`config.mk`:
```
export PLATFORM = sky130hd
export DESIGN_NAME = adder_result_buffer_flat
export DESIGN_NICKNAME = d
export VERILOG_FILES = /design/src/rtl/adder_result_buffer_if.sv /design/src/rtl/adder_result_buffer.sv /design/src/flat_wrapper.sv
export SDC_FILE = /design/constraint.sdc
export NUM_CORES = 1
export LEC_CHECK = 0
export ABC_CLOCK_PERIOD_IN_PS = 3700
export CORE_ASPECT_RATIO = 0.9
export CORE_MARGIN = 8
export CORE_UTILIZATION = 30
export CTS_BUF_LIST = sky130_fd_sc_hd__clkbuf_4 sky130_fd_sc_hd__clkbuf_8
export DETAILED_ROUTE_END_ITERATION = 8
export HOLD_SLACK_MARGIN = 0.03
export PLACE_DENSITY = 0.54
export SYNTH_ARGS = -nofsm -noshare
export SYNTH_HDL_FRONTEND = slang
export SYNTH_SLANG_ARGS = --single-unit
```
`constraint.sdc`:
```
create_clock -name CLK -period 3.7 [get_ports CLK]
set_input_delay 0.37 -clock CLK [delete_from_list [all_inputs] [get_ports CLK]]
set_output_delay 0.37 -clock CLK [all_outputs]
set_load 0.1 [all_outputs]
```
`src/rtl/adder_result_buffer_if.sv`:
```
// Handshake bundle between the pipelined 64-bit adder, adder_result_buffer and its consumer.
// ADDER_RESULT_PARITY_EN adds the out_par signal.
interface adder_result_buffer_if #(
    parameter int DEPTH = 4
);
    localparam int AW = $clog2(DEPTH);

    logic          in_valid;
    logic          in_ready;
    logic [63:0]   sum_i;
    logic          c_i;
    logic          out_valid;
    logic          out_ready;
    logic [63:0]   out_sum;
    logic          out_c;
    logic [AW:0]   count;
`ifdef ADDER_RESULT_PARITY_EN
    logic          out_par;
`endif

    modport slave (
        input  in_valid, sum_i, c_i, out_ready,
        output in_ready, out_valid, out_sum, out_c, count
`ifdef ADDER_RESULT_PARITY_EN
        , output out_par
`endif
    );

    modport master (
        output in_valid, sum_i, c_i, out_ready,
        input  in_ready, out_valid, out_sum, out_c, count
`ifdef ADDER_RESULT_PARITY_EN
        , input out_par
`endif
    );
endinterface

```
`src/rtl/adder_result_buffer.sv`:
```
// Delay-matches launch valids through the fixed-latency adder and queues {carry, sum} in a FWFT FIFO.
// Optional ADDER_RESULT_PARITY_EN stores an even-parity bit per entry and drives out_par.
module adder_result_buffer #(
    parameter int DEPTH   = 4,
    parameter int LATENCY = 2
) (
    input logic                  CLK,
    input logic                  RST_n,
    adder_result_buffer_if.slave bus
);
    localparam int AW  = $clog2(DEPTH);
    localparam int IFW = $clog2(LATENCY + 1);
`ifdef ADDER_RESULT_PARITY_EN
    localparam int EW  = 66;
`else
    localparam int EW  = 65;
`endif

    logic [LATENCY-1:0] vld_pipe;
    logic [AW-1:0]      wr_ptr;
    logic [AW-1:0]      rd_ptr;
    logic [AW:0]        count_q;
    logic [EW-1:0]      mem [DEPTH];
    logic [IFW-1:0]     inflight;
    logic [EW-1:0]      wr_data;
    logic [EW-1:0]      head;
    logic               ready;
    logic               acc;
    logic               wr_en;
    logic               pop;

    always_comb begin
        inflight = '0;
        for (int unsigned i = 0; i < LATENCY; i++)
            inflight = inflight + IFW'(vld_pipe[i]);
    end

    // Credit counts stored plus in-flight results; a same-cycle pop is deliberately not credited.
    assign ready = (32'(count_q) + 32'(inflight)) < 32'(DEPTH);
    assign acc   = bus.in_valid & ready;
    assign wr_en = vld_pipe[LATENCY-1];
    assign pop   = (count_q != '0) & bus.out_ready;

`ifdef ADDER_RESULT_PARITY_EN
    assign wr_data = {^{bus.c_i, bus.sum_i}, bus.c_i, bus.sum_i};
`else
    assign wr_data = {bus.c_i, bus.sum_i};
`endif

    always_ff @(posedge CLK or negedge RST_n) begin
        if (!RST_n) begin
            vld_pipe <= '0;
            wr_ptr   <= '0;
            rd_ptr   <= '0;
            count_q  <= '0;
            for (int unsigned i = 0; i < DEPTH; i++)
                mem[i] <= '0;
        end else begin
            vld_pipe[0] <= acc;
            for (int unsigned i = 1; i < LATENCY; i++)
                vld_pipe[i] <= vld_pipe[i-1];
            if (wr_en) begin
                mem[wr_ptr] <= wr_data;
                wr_ptr      <= wr_ptr + 1'b1;
            end
            if (pop)
                rd_ptr <= rd_ptr + 1'b1;
            case ({wr_en, pop})
                2'b10:   count_q <= count_q + 1'b1;
                2'b01:   count_q <= count_q - 1'b1;
                default: count_q <= count_q;
            endcase
        end
    end

    assign head          = mem[rd_ptr];
    assign bus.in_ready  = ready;
    assign bus.out_valid = (count_q != '0);
    assign bus.out_sum   = head[63:0];
    assign bus.out_c     = head[64];
    assign bus.count     = count_q;
`ifdef ADDER_RESULT_PARITY_EN
    assign bus.out_par   = head[65];
`endif
endmodule

```
`src/flat_wrapper.sv`:
```
// flat-port wrapper written by rule: the top's interface ports become plain ports
module adder_result_buffer_flat 
#(
    parameter int DEPTH   = 4,
    parameter int LATENCY = 2
)
  (CLK, RST_n, bus_in_valid, bus_sum_i, bus_c_i, bus_out_ready, bus_in_ready, bus_out_valid, bus_out_sum, bus_out_c, bus_count);
  adder_result_buffer_if #(.DEPTH(DEPTH)) bus_i ();
  input logic CLK;
  input logic RST_n;
  input wire logic [$bits(bus_i.in_valid)-1:0] bus_in_valid;
  input wire logic [$bits(bus_i.sum_i)-1:0] bus_sum_i;
  input wire logic [$bits(bus_i.c_i)-1:0] bus_c_i;
  input wire logic [$bits(bus_i.out_ready)-1:0] bus_out_ready;
  output wire logic [$bits(bus_i.in_ready)-1:0] bus_in_ready;
  output wire logic [$bits(bus_i.out_valid)-1:0] bus_out_valid;
  output wire logic [$bits(bus_i.out_sum)-1:0] bus_out_sum;
  output wire logic [$bits(bus_i.out_c)-1:0] bus_out_c;
  output wire logic [$bits(bus_i.count)-1:0] bus_count;
  assign bus_i.in_valid = bus_in_valid;
  assign bus_i.sum_i = bus_sum_i;
  assign bus_i.c_i = bus_c_i;
  assign bus_i.out_ready = bus_out_ready;
  assign bus_in_ready = bus_i.in_ready;
  assign bus_out_valid = bus_i.out_valid;
  assign bus_out_sum = bus_i.out_sum;
  assign bus_out_c = bus_i.out_c;
  assign bus_count = bus_i.count;
  adder_result_buffer #(.DEPTH(DEPTH), .LATENCY(LATENCY)) u_core (.CLK(CLK), .RST_n(RST_n), .bus(bus_i));
endmodule
```
# [Yosys cells after proc, flatten, opt, wreduce, memory -nomap -nowiden]
# Cells that the tools add are included.
[totals] reg_bits=269 output_inout_bits=70
[op_classes] addsub=6 order_cmp=4 n_eq_ne=2 muxes=7 n_bitwise=4 n_reduce_logical=3
[op_table] cell="bitwise mux 260 bit" count=1
[op_table] cell="two-way mux 65 bit" count=3
[op_table] cell="binary-select mux 65 bit (select 2 bit)" count=1
[op_table] cell="demux 65 bit (select 2 bit)" count=1
[op_table] cell="less-than comparator 32 x 3 -> 1 bit, second input constant" count=1
[op_table] cell=">= comparator 3 bit, second input constant" count=2
[op_table] cell="inverter 2 -> 3 bit" count=2
[op_table] cell="one-hot mux 3 bit (2 select lines)" count=1
[op_table] cell="adder 2 x 1 -> 2 bit, second input constant" count=2
[op_table] cell="adder 3 x 2 -> 4 bit" count=1
[op_table] cell="adder 3 x 1 -> 3 bit, second input constant" count=1
[op_table] cell="less-than comparator 3 x 1 -> 1 bit, second input constant" count=1
[op_table] cell="nonzero test 3 bit" count=1
[op_table] cell="subtractor 3 x 1 -> 3 bit, second input constant" count=1
[op_table] cell="adder 1 x 1 -> 2 bit" count=1
[op_table] cell="bitwise AND 1 bit" count=2
[op_table] cell="equality test 2 x 1 -> 1 bit, second input constant" count=1
[op_table] cell="equality test 2 bit, second input constant" count=1
[op_table] cell="nonzero test 2 bit" count=1
[op_table] cell="logical AND 1 bit" count=1

# [Depth between registers and ports, before layout]
[depth] ltp_word=6 depth_mapped=8 depth_no_buf=7

# [Least setup slack after synthesis]
# No wires, ideal clock.
[synth_timing] path_type="register to output" from="register u_core.count_q[0], in the netlist u_core.bus.count[0]" to="output bus_in_ready" arrival_time_ns=3.019 path_slack_ns=0.311 stages_incl_launch_ff=4 cell_sequence="dfrtp_1 -> ha_1 -> a21o_1 -> a21oi_1"
[synth_between] elab_chain_len=2
[synth_rtl] item="from (decl)" line_no="adder_result_buffer.sv:22" text="logic [AW:0] count_q;"
[synth_rtl] item="from (signal assigned)" line_no="adder_result_buffer.sv:69" text="2'b10: count_q <= count_q + 1'b1;"
[synth_rtl] item="from (signal assigned)" line_no="adder_result_buffer.sv:70" text="2'b01: count_q <= count_q - 1'b1;"
[synth_rtl] item="from (signal assigned)" line_no="adder_result_buffer.sv:71" text="default: count_q <= count_q;"
[synth_rtl] item="adder 3 x 2 -> 4 bit" line_no="adder_result_buffer.sv:39" text="assign ready = (32'(count_q) + 32'(inflight)) < 32'(DEPTH);"
[synth_rtl] item="less-than comparator 32 x 3 -> 1 bit" line_no="adder_result_buffer.sv:39"
[synth_rtl] item="to (decl)" line_no="flat_wrapper.sv:15" text="output wire logic [$bits(bus_i.in_ready)-1:0] bus_in_ready;"
# No other way between the ends.

# [Worst setup path after layout]
[layout_timing] from="register u_core.rd_ptr[0]" to="output bus_out_sum[30]"
[layout_between] elab_chain_len=4
[layout_rtl] item="from (decl)" line_no="adder_result_buffer.sv:21" text="logic [AW-1:0] rd_ptr;"
[layout_rtl] item="from (signal assigned)" line_no="adder_result_buffer.sv:67" text="rd_ptr <= rd_ptr + 1'b1;"
[layout_rtl] item="inverter 2 -> 3 bit (not written as such)" line_no="adder_result_buffer.sv:76" text="assign head = mem[rd_ptr];"
[layout_rtl] item="binary-select mux 65 bit (select 2 bit)" line_no="adder_result_buffer.sv:76"
[layout_rtl] item="two-way mux 65 bit (not written as such) (2 in series)" line_no="adder_result_buffer.sv:76"
[layout_rtl] item="to (decl)" line_no="flat_wrapper.sv:17" text="output wire logic [$bits(bus_i.out_sum)-1:0] bus_out_sum;"
# No other way between the ends. The select of a mux whose other input is x is not followed.

==> flow_summary.toml <==
[synth]
synth_area_mm2 = 0.0118
yosys-top-cells-area = "dfrtp_1 57%, mux2_2 25%, mux4_2 12%, buf_6 2.0%, buf_12 0.68%"
synth-seq-area-share = 0.571
syn_nets = 747
synth_top_area_cell = "dfrtp_1"
synth_top_area_frac = 0.571
synth-seq-cells = 269
post_synth.cell_area_avg_um2 = 17.6
yosys_warnings = 0
yosysUniqueCellTypes = 22
syn_inst = 671

[clock_tree]
clock_path_buffers = 3
root_buffer = "clkbuf_8"
cts_max_level = 2
clock_latency_ps = 590
clk_pin_slew_ps = 50
cts_made_buffers = 50
clkSinkCount = 269
ctsResizeCount = 0
cts_tree = "built"

[sta]
max_clock_freq_mhz = 338
layout_setup_ws_ps = 744
slew_headroom = 0.274
hold_viol_final = 0
skew_ps = 19.1
min_period_ps = 2960
setup_viol = 0
hold_ws_ps = 358
fin_crit_sh = 0.799
final.setup.tns_ps = 0
rsz0062_at_grt = "false"
drv_slew = 0
tightestPinTransition_ps = 1090

[setup_path]
r2r_start = "u_core.wr_ptr[0]"
startpoint = "u_core.rd_ptr[0]"
cp-start-kind = "flip-flop"
critPathMaxFanout = 25
path_class = "reg -> out"
cpPeakStageDelay_ps = 810
critPathMostFrequentCell = "buf_4"
crit_end = "bus_out_sum[30]"
r2r_end = "u_core.mem[240]"
cp-end-kind = "output pin"
cp_slowest_cell = "dfrtp_4"
rrSetupSlack_ps = 1570
required_ps = 3330
cp.depth = 3
arrival_ps = 2590
r2r_cells = 5
path_delay_family = "flip-flops"
crit_path_cell_trace = "buf_4 > mux4_2 > buf_4"
crit_buf_inv = 2

[flow_run]
drv_cap = 0

[run_status]
status = "finished clean"

[routing]
vias = 6393
dr.first_iter.drc_count = 231
drc_errors = 0
vias_per_cell = 4.57
ant_nets = 0
dr.pass1.iters = 4
wire_per_inst_um = 18.7
routed_wl_um = 26200

[final_layout]
n_antenna_cell = 0
final_common_cell = "dfrtp_1"
layout.cells.non_filler = 1398
area_growth_pct = 23.2
drive_above_1_share = 0.575
nets = 910
layout_common_cells = "267 x dfrtp_1, 260 x mux2_2, 78 x buf_4, 71 x clkdlybuf4s50_1, 65 x mux4_2"

[hold_path]
hp-class = "in -> reg"

[global_routing]
grt.total_usage = 0.118
overflow = 0
grt_pass1_vias = 7198
grt_max_degree = 85
grt_pass1_wl_um = 42400
antenna_found_initial = 0

[place]
dp_cells = 1313
gp_congestion = 0.676
dp_hpwl_um = 16300
io_buffer_count = 138
pre_cts_slack_ps = 1280

[floorplan]
initial_core_util = 0.302
die_area_mm2 = 0.0459
rows = 69
die-width_um = 225
core_region_area_mm2 = 0.0391
top_level_ports = 139
die_h_um = 204
==> kinds of logic (layout without fill, tap and decap cells) <==
family / Yosys count / in the layout / share of synthesized area
mux: 326 / 326 / 0.373
simple gates: 9 / 9 / 0.00329
flops: 269 / 269 / 0.571
compound gates: 4 / 4 / 0.00223
xor+xnor: 6 / 6 / 0.00445
fa+ha+maj: 7 / 7 / 0.00806
buf+inv: 50 / 245 / 0.0383
==> stage by stage <==
stage          cell area, um2  utilization
5_1_grt                 14500        0.372
6_report                14500        0.372
2_1_floorplan           11800            -
3_5_place_dp            13500        0.344
3_3_place_gp            13500        0.344
4_1_cts                 14500        0.372
==> worst min path at each step <==
stage | start | endpoint | slack, ps | depth (start not counted)
5_1_grt | bus_in_valid | u_core.vld_pipe[0] | 300 | 2
2_1_floorplan | RST_n | u_core.bus.count[0] | 70 | 0
3_3_place_gp | u_core.vld_pipe[0] | u_core.vld_pipe[1] | 380 | 0
3_5_place_dp | u_core.vld_pipe[0] | u_core.vld_pipe[1] | 370 | 0
4_1_cts | bus_in_valid | u_core.vld_pipe[0] | 270 | 2
6_report | bus_in_valid | u_core.vld_pipe[0] | 360 | 2
==> cell type report <==
cell class	count	area (um2)
inverters	6	22.5
clock inverters	8	115
repair buffers	155	1400
fillers	3708	24600
flip-flops and latches	269	6740
multi-input cells	352	4640
well taps	532	666
clock buffers	76	952
==> per-layer routing <==
metal / global-route usage / vias to the layer above / share of wire
li1: - / 2833 / -
met1: 0.154 / 3372 / 0.46
met2: 0.178 / 136 / 0.45
met3: 0.0376 / 52 / 0.066
met4: 0.0500 / 0 / 0.028
met5: 0 / - / 0
==> worst reg2reg max path, delay by kind of cell, from the launching register on <==
family                     cells  cell delay [ps]
muxes                          1              390
adders and majority gates      1              230
buffers and inverters          2              510
DFF                            1              400
and+or+nand+nor                1              500
==> what timing repair did <==
action | 4_1_cts | 5_1_grt
hold buffers | 1 | 0
endpoints found under the hold margin | 70 | 0
buffers inserted | 0 | 0
==> cell usage after synthesis (all sizes together) <==
library cell  count
nor2              1
buf              42
mux2            260
ha                6
nand2             6
and2              1
o21ai             1
o31a              1
inv               6
dfrtp           269
xnor2             2
fa                1
a21oi             1
clkbuf            2
or3               1
xor2              4
mux4             65
mux2i             1
a21o              1
==> sequential cells by signal (all words and copies together) (netlist names) <==
signal / flops
u_core.vld_pipe: 2
u_core.bus.count: 3
u_core.mem: 260
u_core.rd_ptr: 2
u_core.wr_ptr: 2
Power is left out: the tool's default activity adds up to more than one toggle a clock period on the data nets, which glitch-free logic cannot reach.
==> RTL edit (same flow settings) <==
`DEPTH` is set to 4 in 3 places; all go to 16.
--- a/src/rtl/adder_result_buffer_if.sv
+++ b/src/rtl/adder_result_buffer_if.sv
@@ -2,5 +2,5 @@
 // ADDER_RESULT_PARITY_EN adds the out_par signal.
 interface adder_result_buffer_if #(
-    parameter int DEPTH = 4
+    parameter int DEPTH = 16
 );
     localparam int AW = $clog2(DEPTH);
--- a/src/rtl/adder_result_buffer.sv
+++ b/src/rtl/adder_result_buffer.sv
@@ -2,5 +2,5 @@
 // Optional ADDER_RESULT_PARITY_EN stores an even-parity bit per entry and drives out_par.
 module adder_result_buffer #(
-    parameter int DEPTH   = 4,
+    parameter int DEPTH   = 16,
     parameter int LATENCY = 2
 ) (
--- a/src/flat_wrapper.sv
+++ b/src/flat_wrapper.sv
@@ -2,5 +2,5 @@
 module adder_result_buffer_flat 
 #(
-    parameter int DEPTH   = 4,
+    parameter int DEPTH   = 16,
     parameter int LATENCY = 2
 )
Interface: changed (resized bus_count); port bits go from 139 to 141. The function was not compared with the original's and may differ.
==> RTL edit against the unedited design <==
  * Final cell count rose to 4.0 times the old value
  * Global-route usage up 3.1 points
  * Synthesized area rose to 4.1 times the old value
  * Design area rose to 3.9 times the old value
  * Setup slack worse by 0.59 ns
  * Sequential cell count up 786
  * Wire length rose to 5.0 times the old value
Power is not shown: default switching activity piles up to over one toggle a cycle in this logic, so the estimate is an artifact.
==> RTL edit: results (changes against the unedited design) <==
* Synth area leaders: dfrtp_1, mux2_2, mux4_2, mux2i_1, buf_6
* Hold Startpoint: bus_out_ready
* Mean Syn Cell Area at 14.9 um^2 (-15%)
* Fill count at 15,600 (+320%)
* R2r worst-path depth at 10 (+5)
* Number of global-route vias before repair at 30,500 (+320%)
* Status: complete, no violations
* Critical Path Fanout Max at 18 (-28%)
* Pin count of the biggest net entering global routing at 106 (+25%)
* Worst EP arrival at 3.18 ns (+0.59 ns)
* Library cells used by synthesis at 33 (+50%)
* DRT Pass-1 Iters at 5 (+1)
* CTS buffer count at 185 (+270%)
* Routed wl met2 at 61,200 um (+420%)
* Hold WS at 0.369 ns (+0.0111 ns)
* GR Util All Layers at 14.9% (+3.1 points)
* Worst slack at placement at 0.685 ns (-0.599 ns)
* Initial antenna violation count at 19 (+19)
* Sequential share of the synthesized area at 54.5% (-2.6 points)
* Worst r2r src: u_core.bus.count[0]
* Final WL at 130,000 um (+400%)
* Worst-Skew Late Latency at 0.87 ns (+0.28 ns)
* Detailed Place HPWL at 74,300 um (+360%)
* Initial DRC Count at 1,406 (+510%)
* Crit path largest cell delay at 0.68 ns (-0.13 ns)
* Post-DP Area at 0.0529 mm^2 (+290%)
* Avg Vias per Cell at 4.99 (+9.1%)
* First-pass GRT wire length at 200,000 um (+370%)
* Cell count after placement at 5,326 (+310%)
## RTL edit: cell types whose count changed in the layout (fill, tap and decap cells not counted), sizes merged, moves of 10 or more
cell | unedited run | this run
mux2 | 260 | 1106
dfrtp | 269 | 1055
clkbuf | 76 | 287
mux2i | 1 | 195
o21ai | 1 | 135
buf | 83 | 176
nand2 | 6 | 75
a21oi | 1 | 67
a221oi | 0 | 65
a22oi | 0 | 65
mux4 | 65 | 130
inv | 6 | 17
nand3 | 0 | 10
## RTL edit: final cells by class
type                       count  area, um^2  share of cell area, %
multi-input combinational   1892       20500                   36.1
antenna                        7        17.5                 0.0309
sequential                  1055       26400                   46.6
clock inverter                20         218                  0.384
timing repair buffer         253        3470                   6.12
clock buffer                 287        3450                   6.08
tap                         2130        2670                   4.70
inverter                       7        26.3                 0.0463
## RTL edit: layer usage
layer  vias up  global-route usage [%]
met4         8                    4.64
met2       458                    24.0
met5         -                       0
li1      12400                       -
met1     15200                    20.3
met3       205                    2.89
## RTL edit: logic make-up (layout without fill, tap and decap cells)
logic type | after synthesis | count (layout) | share of synthesized area [%]
multiplexers | 1431 | 1431 | 35.8
flip-flops | 1055 | 1055 | 54.5
AO/OA/AOI/OAI | 335 | 335 | 4.74
buffers and inverters | 299 | 567 | 3.58
AND/OR/NAND/NOR | 104 | 105 | 0.927
adder cells (fa/ha/maj) | 11 | 11 | 0.300
XOR/XNOR | 10 | 10 | 0.181
other | 0 | 7 | 0
## RTL edit: repair_timing
action,CTS,global route
setup endpoints to repair,17,12
pin swaps,1,0
gates resized for setup,1,7
hold endpoints to repair,325,0
hold buffers,4,0
buffers inserted,5,1
gates cloned,1,0
